[src/rtl/ctrl_pkg.sv]
// Shared definitions for the sequenced ID-stage control unit.
//   - instruction class (mode) encodings
//   - data-processing opcodes and execute-stage ALU command codes
//   - block-transfer sequencer state type
//   - ctrl_t: the group of ID/EX control bits
//   - decode helpers for the single-cycle classes
package ctrl_pkg;

  // instr[27:26]
  localparam logic [1:0] MODE_DP  = 2'b00;
  localparam logic [1:0] MODE_MEM = 2'b01;
  localparam logic [1:0] MODE_BR  = 2'b10;

  // instr[24:21]
  localparam logic [3:0] OP_AND = 4'b0000;
  localparam logic [3:0] OP_EOR = 4'b0001;
  localparam logic [3:0] OP_SUB = 4'b0010;
  localparam logic [3:0] OP_ADD = 4'b0100;
  localparam logic [3:0] OP_ADC = 4'b0101;
  localparam logic [3:0] OP_SBC = 4'b0110;
  localparam logic [3:0] OP_TST = 4'b1000;
  localparam logic [3:0] OP_CMP = 4'b1010;
  localparam logic [3:0] OP_ORR = 4'b1100;
  localparam logic [3:0] OP_MOV = 4'b1101;
  localparam logic [3:0] OP_MVN = 4'b1111;

  // Execute-stage ALU commands
  localparam logic [3:0] EXE_MOV = 4'b0001;
  localparam logic [3:0] EXE_ADD = 4'b0010;
  localparam logic [3:0] EXE_ADC = 4'b0011;
  localparam logic [3:0] EXE_SUB = 4'b0100;
  localparam logic [3:0] EXE_SBC = 4'b0101;
  localparam logic [3:0] EXE_AND = 4'b0110;
  localparam logic [3:0] EXE_ORR = 4'b0111;
  localparam logic [3:0] EXE_EOR = 4'b1000;
  localparam logic [3:0] EXE_MVN = 4'b1001;

  typedef enum logic {IDLE, SEQ} seq_state_t;

  typedef struct packed {
    logic [3:0] exe_cmd;
    logic       mem_read;
    logic       mem_write;
    logic       wb_en;
    logic       b;
    logic       s;
  } ctrl_t;

  // Data-processing class. Illegal opcodes return all-zero (NOP).
  function automatic ctrl_t decode_dp(input logic [3:0] op, input logic s_bit);
    ctrl_t c;
    c       = '0;
    c.wb_en = 1'b1;
    c.s     = s_bit;
    case (op)
      OP_MOV:  c.exe_cmd = EXE_MOV;
      OP_MVN:  c.exe_cmd = EXE_MVN;
      OP_ADD:  c.exe_cmd = EXE_ADD;
      OP_ADC:  c.exe_cmd = EXE_ADC;
      OP_SUB:  c.exe_cmd = EXE_SUB;
      OP_SBC:  c.exe_cmd = EXE_SBC;
      OP_AND:  c.exe_cmd = EXE_AND;
      OP_ORR:  c.exe_cmd = EXE_ORR;
      OP_EOR:  c.exe_cmd = EXE_EOR;
      // Compare/test only set flags: force S, suppress write-back
      OP_CMP: begin
        c.exe_cmd = EXE_SUB;
        c.s       = 1'b1;
        c.wb_en   = 1'b0;
      end
      OP_TST: begin
        c.exe_cmd = EXE_AND;
        c.s       = 1'b1;
        c.wb_en   = 1'b0;
      end
      default: c = '0;
    endcase
    return c;
  endfunction

  // Single LDR/STR. Only the add-offset form is legal; l_bit selects load.
  function automatic ctrl_t decode_mem(input logic [3:0] op, input logic l_bit);
    ctrl_t c;
    c = '0;
    if (op == OP_ADD) begin
      c.exe_cmd   = EXE_ADD;
      c.mem_read  = l_bit;
      c.mem_write = !l_bit;
      c.wb_en     = l_bit;
    end
    return c;
  endfunction

endpackage

[src/rtl/lsb_finder.sv]
// Lowest-set-bit locator for the block-transfer register list.
//   vec_i      : register list to scan
//   idx_o      : index of the lowest set bit (0 when vec_i is empty)
//   one_left_o : exactly one bit is set
//   any_o      : at least one bit is set
module lsb_finder #(
  parameter int unsigned NUM_REGS = 16
) (
  input  logic [NUM_REGS-1:0]         vec_i,
  output logic [$clog2(NUM_REGS)-1:0] idx_o,
  output logic                        one_left_o,
  output logic                        any_o
);

  localparam int unsigned IdxW = $clog2(NUM_REGS);

  logic [NUM_REGS-1:0] rest;

  always_comb begin
    idx_o = '0;
    // Scan downwards so the last hit is the lowest index
    for (int i = NUM_REGS - 1; i >= 0; i--) begin
      if (vec_i[i]) idx_o = i[IdxW-1:0];
    end
  end

  // Clearing the lowest set bit leaves nothing iff a single bit was set
  assign rest       = vec_i & (vec_i - 1'b1);
  assign any_o      = |vec_i;
  assign one_left_o = any_o && (rest == '0);

endmodule

[src/rtl/control_unit_seq.sv]
// Registered ID-stage control decoder with an LDM/STM micro-op sequencer.
// Decodes data-processing, LDR/STR and B, and expands block transfers into
// one micro-op per listed register. All outputs are registered.
//   clk, rst              : clock, synchronous active-high reset
//   instr_valid           : ID-stage instruction present
//   mode, imm, op_code    : instr[27:26], instr[25], instr[24:21]
//   S_in                  : S bit, or L bit for memory classes
//   reg_list              : LDM/STM register list
//   freeze, flush         : pipeline hold / kill (flush wins)
//   execute_command .. s  : ID/EX control fields
//   dest_reg, addr_offset : block micro-op register and byte offset
//   valid_out             : outputs describe a live operation
//   busy                  : more micro-ops pending, IF/ID must hold
module control_unit_seq
  import ctrl_pkg::*;
#(
  parameter int unsigned NUM_REGS  = 16,
  parameter int unsigned EXE_CMD_W = 4,
  parameter int unsigned OFS_W     = $clog2(NUM_REGS) + 2
) (
  input  logic                        clk,
  input  logic                        rst,
  input  logic                        instr_valid,
  input  logic [1:0]                  mode,
  input  logic                        imm,
  input  logic [3:0]                  op_code,
  input  logic                        S_in,
  input  logic [NUM_REGS-1:0]         reg_list,
  input  logic                        freeze,
  input  logic                        flush,
  output logic [EXE_CMD_W-1:0]        execute_command,
  output logic                        mem_read,
  output logic                        mem_write,
  output logic                        wb_en,
  output logic                        b,
  output logic                        s,
  output logic [$clog2(NUM_REGS)-1:0] dest_reg,
  output logic [OFS_W-1:0]            addr_offset,
  output logic                        valid_out,
  output logic                        busy
);

  localparam int unsigned IdxW = $clog2(NUM_REGS);

  seq_state_t          state_q, state_d;
  logic [NUM_REGS-1:0] rem_q, rem_d;
  logic [IdxW-1:0]     k_q, k_d;
  logic                l_q, l_d;
  ctrl_t               ctrl_q, ctrl_d;
  logic [IdxW-1:0]     dest_q, dest_d;
  logic [OFS_W-1:0]    ofs_q, ofs_d;
  logic                valid_q, valid_d;
  logic                busy_q, busy_d;

  // One finder serves both the incoming list (IDLE) and the remaining list (SEQ)
  logic [NUM_REGS-1:0] fnd_vec;
  logic [NUM_REGS-1:0] fnd_rest;
  logic [IdxW-1:0]     fnd_idx;
  logic                fnd_one_left;
  logic                fnd_any;

  assign fnd_vec  = (state_q == SEQ) ? rem_q : reg_list;
  assign fnd_rest = fnd_vec & (fnd_vec - 1'b1);

  lsb_finder #(
    .NUM_REGS (NUM_REGS)
  ) u_lsb_finder (
    .vec_i      (fnd_vec),
    .idx_o      (fnd_idx),
    .one_left_o (fnd_one_left),
    .any_o      (fnd_any)
  );

  logic            accept;
  logic            emit;
  logic [IdxW-1:0] emit_k;
  logic            emit_l;

  assign accept = (state_q == IDLE) && instr_valid && !busy_q;

  always_comb begin
    state_d = state_q;
    rem_d   = rem_q;
    k_d     = k_q;
    l_d     = l_q;
    ctrl_d  = ctrl_q;
    dest_d  = dest_q;
    ofs_d   = ofs_q;
    valid_d = valid_q;
    busy_d  = busy_q;
    emit    = 1'b0;
    emit_k  = k_q;
    emit_l  = l_q;

    if (flush) begin
      state_d = IDLE;
      rem_d   = '0;
      k_d     = '0;
      l_d     = 1'b0;
      ctrl_d  = '0;
      dest_d  = '0;
      ofs_d   = '0;
      valid_d = 1'b0;
      busy_d  = 1'b0;
    end else if (!freeze) begin
      ctrl_d  = '0;
      dest_d  = '0;
      ofs_d   = '0;
      valid_d = 1'b0;
      busy_d  = 1'b0;

      unique case (state_q)
        IDLE: begin
          if (accept) begin
            case (mode)
              MODE_DP:  ctrl_d = decode_dp(op_code, S_in);
              MODE_MEM: ctrl_d = decode_mem(op_code, S_in);
              MODE_BR: begin
                if (imm) begin
                  ctrl_d.b = 1'b1;
                end else if (fnd_any) begin
                  // First micro-op issues on the accepting edge so block
                  // transfers see the same one-cycle latency as everything else
                  emit   = 1'b1;
                  emit_k = '0;
                  emit_l = S_in;
                end
              end
              default: ctrl_d = '0;
            endcase
            // Every legal single-cycle decode sets at least one control bit
            valid_d = |ctrl_d;
          end
        end
        SEQ: begin
          emit = fnd_any;
          if (!fnd_any) state_d = IDLE;
        end
      endcase

      if (emit) begin
        ctrl_d.exe_cmd   = EXE_ADD;
        ctrl_d.mem_read  = emit_l;
        ctrl_d.mem_write = !emit_l;
        ctrl_d.wb_en     = emit_l;
        dest_d           = fnd_idx;
        ofs_d            = '0;
        ofs_d[IdxW+1:0]  = {emit_k, 2'b00};
        valid_d          = 1'b1;
        busy_d           = !fnd_one_left;
        // rem holds only the registers not yet emitted
        rem_d            = fnd_rest;
        k_d              = emit_k + 1'b1;
        l_d              = emit_l;
        state_d          = fnd_one_left ? IDLE : SEQ;
      end
    end
  end

  always_ff @(posedge clk) begin
    if (rst) begin
      state_q <= IDLE;
      rem_q   <= '0;
      k_q     <= '0;
      l_q     <= 1'b0;
      ctrl_q  <= '0;
      dest_q  <= '0;
      ofs_q   <= '0;
      valid_q <= 1'b0;
      busy_q  <= 1'b0;
    end else begin
      state_q <= state_d;
      rem_q   <= rem_d;
      k_q     <= k_d;
      l_q     <= l_d;
      ctrl_q  <= ctrl_d;
      dest_q  <= dest_d;
      ofs_q   <= ofs_d;
      valid_q <= valid_d;
      busy_q  <= busy_d;
    end
  end

  // Upper command bits are always zero
  always_comb begin
    execute_command      = '0;
    execute_command[3:0] = ctrl_q.exe_cmd;
  end

  assign mem_read    = ctrl_q.mem_read;
  assign mem_write   = ctrl_q.mem_write;
  assign wb_en       = ctrl_q.wb_en;
  assign b           = ctrl_q.b;
  assign s           = ctrl_q.s;
  assign dest_reg    = dest_q;
  assign addr_offset = ofs_q;
  assign valid_out   = valid_q;
  assign busy        = busy_q;

endmodule

[config.mk]
export PLATFORM = sky130hd
export DESIGN_NAME = control_unit_seq
export DESIGN_NICKNAME = d
export VERILOG_FILES = /design/src/rtl/ctrl_pkg.sv /design/src/rtl/lsb_finder.sv /design/src/rtl/control_unit_seq.sv
export SDC_FILE = /design/constraint.sdc
export NUM_CORES = 1
export LEC_CHECK = 0
export BUFFER_PORTS_ARGS = -buffer_cell sky130_fd_sc_hd__clkbuf_2
export CAP_MARGIN = 20
export CORE_MARGIN = 3
export CORE_UTILIZATION = 45
export CTS_BUF_LIST = sky130_fd_sc_hd__clkbuf_2
export DETAILED_ROUTE_END_ITERATION = 6
export PLACE_DENSITY = 0.7
export SYNTH_ARGS = -nofsm -noshare
export SYNTH_HDL_FRONTEND = slang
export SYNTH_SLANG_ARGS = --single-unit
export TNS_END_PERCENT = 50
[constraint.sdc]
create_clock -name clk -period 2 [get_ports clk]
set_clock_uncertainty 0.1 [all_clocks]
set_input_delay 0.4 -clock clk [delete_from_list [all_inputs] [get_ports clk]]
set_output_delay 0.4 -clock clk [all_outputs]
set_load 0.02 [all_outputs]
Word level (Yosys, flattened, before mapping)
Cells that the tools add are included.
{"block": "classes", "addsub": 2, "mul": 0, "div": 0, "order_cmp": 0, "eq_ne": 12, "n_shift": 0, "n_mux": 70, "bitwise": 3, "reduce_logical": 18}
{"operator": "2-to-1 mux 4 bit", "count": 24}
{"operator": "case mux 4 bit (9 select lines)", "count": 1}
{"operator": "2-to-1 mux 7 bit", "count": 5}
{"operator": "2-to-1 mux 1 bit", "count": 32}
{"operator": "equality test 4 bit (second input constant)", "count": 5}
{"operator": "2-to-1 mux 9 bit", "count": 2}
{"operator": "OR reduction 9 bit", "count": 2}
{"operator": "bitwise AND 16 bit", "count": 1}
{"operator": "zero test 16 bit", "count": 1}
{"operator": "2-to-1 mux 16 bit", "count": 1}
{"operator": "OR reduction 16 bit", "count": 1}
{"operator": "subtractor 16 x 1 -> 16 bit (second input constant)", "count": 1}
{"operator": "case mux 7 bit (2 select lines)", "count": 1}
{"operator": "equality test 4 x 3 -> 1 bit (second input constant)", "count": 3}
{"operator": "OR reduction 2 bit", "count": 4}
{"operator": "2-to-1 mux 6 bit", "count": 1}
{"operator": "2-to-1 mux 5 bit", "count": 1}
{"operator": "adder 4 x 1 -> 4 bit (second input constant)", "count": 1}
{"operator": "equality test 4 x 1 -> 1 bit (second input constant)", "count": 1}
{"operator": "equality test 4 x 2 -> 1 bit (second input constant)", "count": 1}
{"operator": "zero test 1 bit", "count": 4}
{"operator": "zero test 4 bit", "count": 1}
{"operator": "case mux 1 bit (2 select lines)", "count": 2}
{"operator": "logical AND 1 bit", "count": 3}
{"operator": "other kinds (5)", "count": 6}
{"block": "totals", "ff_bits": 43, "latch_bits": 0, "ram_bits": 0, "rom_bits": 0, "inputBits": 29, "output_inout_bits": 21, "word_cells": 119, "memories": 0}

Longest topological paths before layout
{"block": "logic_depth", "word_depth": 18, "mapped_depth": 12, "ltp_nobuf": 9}

By module
Synthesis repeated with hierarchy kept, for this count alone.
{"block": "unflattened", "hier_cells": 315, "area_unflattened_um2": 2471.1}
{"module": "control_unit_seq", "n_inst": 1, "cells_per_inst": 264, "area_each_um2": 2143.3, "seq_area_each_um2": 800.8}
{"module": "lsb_finder", "n_inst": 1, "cells_per_inst": 51, "area_each_um2": 327.8, "seq_area_each_um2": 0.0}

Least setup slack after synthesis
Ideal clock, no wire load.
{"block": "synth_path", "path_type": "register to register", "startpoint": "reg state_q", "endpoint": "reg k_q[2]", "setup_time_ns": 0.128, "arrival_time_ns": 2.032, "required_time_ns": 1.772, "slack_ns": -0.259, "path_stages_with_launch": 11, "n_path_buf": 1, "period_less_slack_ns": 2.259, "path_cell_list": "dfxtp_1 -> buf_6 -> mux2i_1 -> o211ai_2 -> nor4_1 -> nor2_1 -> nor2b_1 -> ha_1 -> o21ai_0 -> a22oi_1 -> nor2_1"}
{"block": "synth_via", "elab_chain_cells": 10, "word_cells_on_any_way": 21, "classes_between": "1 x add/sub; 15 x mux; 1 x bitwise; 4 x reduce/logical"}
{"element": "start, declared", "line_no": "control_unit_seq.sv:45", "source": "seq_state_t state_q, state_d;"}
{"element": "start signal, assigned", "line_no": "control_unit_seq.sv:172", "source": "state_q <= state_d;"}
{"element": "2-to-1 mux 16 bit", "line_no": "control_unit_seq.sv:62", "source": "assign fnd_vec = (state_q == SEQ) ? rem_q : reg_list;"}
{"element": "OR reduction 16 bit", "line_no": "lsb_finder.sv:29", "source": "assign any_o = |vec_i;"}
{"element": "2-to-1 mux 4 bit or 2-to-1 mux 1 bit (tied branches)", "line_no": "control_unit_seq.sv:121", "source": "end else if (fnd_any) begin"}
{"element": "2-to-1 mux 4 bit or 2-to-1 mux 1 bit (tied branches)", "line_no": "control_unit_seq.sv:119", "source": "if (imm) begin"}
{"element": "2-to-1 mux 4 bit or 2-to-1 mux 1 bit (tied branches)", "line_no": "control_unit_seq.sv:115", "source": "case (mode)"}
{"element": "2-to-1 mux 4 bit or 2-to-1 mux 1 bit (tied branches)", "line_no": "control_unit_seq.sv:114", "source": "if (accept) begin"}
{"element": "2-to-1 mux 4 bit or case mux 1 bit (2 select lines) (tied branches)", "line_no": "control_unit_seq.sv:112", "source": "unique case (state_q)"}
{"element": "2-to-1 mux 4 bit or 2-to-1 mux 1 bit (tied branches)", "line_no": "control_unit_seq.sv:105", "source": "end else if (!freeze) begin"}
{"element": "2-to-1 mux 4 bit or 2-to-1 mux 1 bit (tied branches)", "line_no": "control_unit_seq.sv:95", "source": "if (flush) begin"}
{"element": "adder 4 x 1 -> 4 bit or AND reduction 2 bit (tied branches)"}
{"element": "end signal, assigned", "line_no": "control_unit_seq.sv:174", "source": "k_q <= k_d;"}
{"element": "end, declared", "line_no": "control_unit_seq.sv:47", "source": "logic [IdxW-1:0] k_q, k_d;"}
Several ways; a longest one is shown, not always the timed one. The select of a mux whose other input is x is not followed.
A chain may end at the register's enable or synchronous reset.

Final worst setup path
Same ends and word-level chain as after synthesis.

==> impl_metrics.py <==
metrics = {
    "power": {
        "p_sw_frac": 0.314,
        "vdd_ir_drop_max_uv": 409,
        "power_density_nw_per_um2": 427,
        "p_sw_mw": 0.565,
        "pwr-share-clk": 0.281,
        "pwr-share-comb": 0.269,
        "intPower_mw": 1.24,
        "total_leakage_power_nw": 1.68,
        "pwr-share-seq": 0.450,
    },
    "synthesis": {
        "synth_cell_types": 65,
        "synth_compound_area_frac": 0.294,
        "syn_avg_cell_area_um2": 7.92,
        "synthXorXnorAreaFrac": 0.00331,
        "synth_top_family_by_area": "compound AO/OA/AOI/OAI gates",
        "syn_inst": 334,
        "ys_ff_latch": 40,
        "yosysWarnings": 0,
        "async_flop_share": 0,
        "synth-edff-count": 0,
        "synth-simple-area-share": 0.276,
        "ys_seq_area_frac": 0.303,
        "synth.area.mux_share": 0.0492,
        "syn_area_um2": 2650,
        "synth_ff_type": "dfxtp_1",
        "yosys.area_share.adder": 0.00473,
    },
    "final_layout": {
        "max_flop_register": "rem_q",
        "register_area_um2": 805,
        "syn_to_final_growth_pct": 59.5,
        "nNetsFinal": 509,
        "n_antenna_cell": 0,
        "drive_above_1_share": 0.494,
        "final_util": 0.752,
        "fillCellCount": 409,
        "largest_reg_flops": 15,
        "multiInputGateArea_um2": 2050,
        "instances_no_fill": 552,
        "layout_commonest_cell": "buf_4",
        "final_cell_mix": "buf_4 (99), clkbuf_2 (52), dfxtp_1 (39)",
    },
    "placed_design": {
        "place_hpwl_mm": 6.26,
        "dp_slack_ns": -0.479,
        "gp_congestion": 0.949,
        "dp.cells": 517,
        "portBuffers": 47,
    },
    "worst_setup_path": {
        "critPathLaunchType": "flip-flop",
        "r2r_setup_slack_ns": -0.47,
        "critPathArrivalTime_ns": 2.67,
        "worstRegToRegCells": 10,
        "worst-endpoint-required_ns": 2.20,
        "r2r-start": "state_q",
        "worstSetupEndpointType": "flip-flop",
        "cp_max_fo": 6,
        "crit_chain": "buf_6, buf_12, nor3b_4, buf_4, o22ai_4, buf_4, o41a_4, a22o_1, a22oi_1, nor2_1",
        "crit_top_cell": "buf_4",
        "critPathKind": "flip-flop to flip-flop",
        "r2r_end": "k_q[2]",
        "cpMaxStageDelayCell": "o41a_4",
        "critPathMaxStageDelay_ns": 0.47,
    },
    "cts": {
        "clk_pin_slew_ns": 0.26,
        "numCtsBuffers": 5,
        "clk-insertion-delay-late_ns": 0.44,
        "cts_sinks": 40,
        "postCtsHoldBufs": 0,
        "cts_tree": "yes",
        "cts.path.max_buffers": 2,
        "cts-root-buf": "clkbuf_2",
        "htree_levels": 2,
    },
    "global_route": {
        "overflow": 0,
        "grt_start_max_net_pins": 36,
        "grt_antenna_before_repair": 0,
        "grt_pass1_vias": 3175,
        "grt_use_total": 0.292,
        "grt_pass1_wl_mm": 15.1,
    },
    "route": {
        "wire_per_inst_um": 17.5,
        "drt_pass1_iterations": 5,
        "via_per_inst": 5.98,
        "num_vias": 3301,
        "postRouteAntennaNets": 0,
        "drtIter0Drc": 292,
        "drcViolationCount": 0,
        "wirelength_mm": 9.68,
    },
    "hold_path": {
        "hp-class": "input pin to flip-flop",
        "hold_end": "mem_read",
        "min_delay_path_depth": 3,
        "holdCritStartpoint": "S_in",
    },
    "sta": {
        "worst_slack_ns": -0.468,
        "fin_crit_sh": 1.23,
        "layout_min_cycle_time_ns": 2.47,
        "hold_slack_ns": 0.256,
        "finalMaxSlewViolations": 0,
        "setup_tns_ns": -12.79,
        "rsz0062_at_grt": "yes",
        "fmax_ghz": 0.405,
        "finalHoldViolations": 0,
        "final-setup-viol-count": 35,
    },
    "outcome": {
        "failed_checks": "negative setup slack",
        "status": "finished, violations left",
    },
    "job": {
        "drv_cap": 0,
    },
    "floorplanning": {
        "core_area_um2": 5610,
        "dieArea_um2": 6830,
        "num_rows": 27,
        "start_util": 0.472,
        "io_pins": 50,
        "die_width_um": 82.7,
        "die_h_um": 82.7,
    },
}
## layout make-up
type	instances	area share
clock buffer	5	0.00593
tap	72	0.0214
timing repair buffer	160	0.280
clock inverter	3	0.0101
sequential	40	0.191
inverter	6	0.00534
multi-input combinational	266	0.486
## cells by family after synthesis
| kind of cell | Yosys count |
|---|---|
| buf+inv | 31 |
| fa+ha+maj | 1 |
| simple gates | 141 |
| xor+xnor | 1 |
| compound gates | 107 |
| other cells | 1 |
| flops | 40 |
| mux | 12 |
## worst max-delay path by stage
stage                     startpoint        to  slack, ns  cells after the start
after global placement       state_q  rem_q[9]      -0.38                      9
after CTS                    state_q    k_q[2]      -0.33                     12
final                        state_q    k_q[2]      -0.47                     10
after detailed placement     state_q    k_q[2]      -0.48                     11
after floorplan              state_q    k_q[2]      -0.17                     11
after global routing         state_q    k_q[2]      -0.47                     10
## power groups by stage
stage | clock network [mW] | logic (mW) | registers, mW
2_1_floorplan | 0 | 0.219 | 0.831
3_3_place_gp | 0 | 0.389 | 0.827
3_5_place_dp | 0 | 0.394 | 0.827
4_1_cts | 0.505 | 0.450 | 0.811
5_1_grt | 0.530 | 0.516 | 0.812
6_report | 0.507 | 0.485 | 0.811
## critical path: cells and delay by family, from the launching register on
family	cells	cell delay [ns]
buffers and inverters	4	0.54
AND/OR/NAND/NOR	2	0.26
AO/OA/AOI/OAI	4	0.95
flip-flops	1	0.46
## routing by layer
layer | wire length, um | up-vias | track usage
li1 | - | 1551 | -
met1 | 3860 | 1535 | 0.340
met2 | 4840 | 153 | 0.512
met3 | 517 | 62 | 0.0423
met4 | 460 | 0 | 0.160
met5 | 0 | - | 0
## cell usage after synthesis, types with 2 or more instances
master,n,area share
dfxtp_1,40,0.30
nand2_1,33,0.047
nor2_1,33,0.047
a21oi_1,28,0.053
o21ai_0,17,0.032
clkbuf_1,13,0.018
nor3_1,13,0.025
nor3b_1,9,0.026
nand3_1,8,0.015
or3_1,8,0.019
a32oi_1,7,0.023
o211ai_1,7,0.020
a21oi_2,6,0.020
a31oi_1,6,0.014
inv_1,6,0.0085
mux2i_1,6,0.023
nand2b_1,6,0.014
nor2b_1,6,0.014
mux2_2,5,0.021
buf_6,4,0.017
o31ai_1,4,0.011
a22oi_1,3,0.0085
buf_2,3,0.0057
nand4_1,3,0.0071
nor4_1,3,0.0071
or2_2,3,0.0071
a221oi_1,2,0.0066
a311oi_1,2,0.0066
a32o_1,2,0.0076
and2_1,2,0.0047
and3_1,2,0.0047
buf_4,2,0.0057
buf_8,2,0.011
nand4b_1,2,0.0066
nor4b_1,2,0.0066
o2111ai_1,2,0.0066
o221ai_1,2,0.0066
o22ai_1,2,0.0047
o22ai_2,2,0.0095
o311ai_1,2,0.0066
o32a_1,2,0.0076
## timing repair
| action | in CTS | in global routing |
|---|---|---|
| gates cloned | 3 | 0 |
| endpoints found under the hold margin | 0 | 0 |
| resized for setup | 42 | 21 |
| pin swaps | 38 | 17 |
| buffers inserted | 24 | 2 |
| endpoints found under the setup margin | 35 | 35 |
## per-stage QoR
| stage | cell area, um2 | power, mW |
|---|---|---|
| finish | 4220 | 1.80 |
| detailed placement | 3650 | 1.22 |
| floorplan | 2840 | 1.05 |
| CTS | 4140 | 1.77 |
| global route | 4220 | 1.86 |
| global placement | 3650 | 1.22 |
No activity file was read; power rests on OpenSTA's default activity.
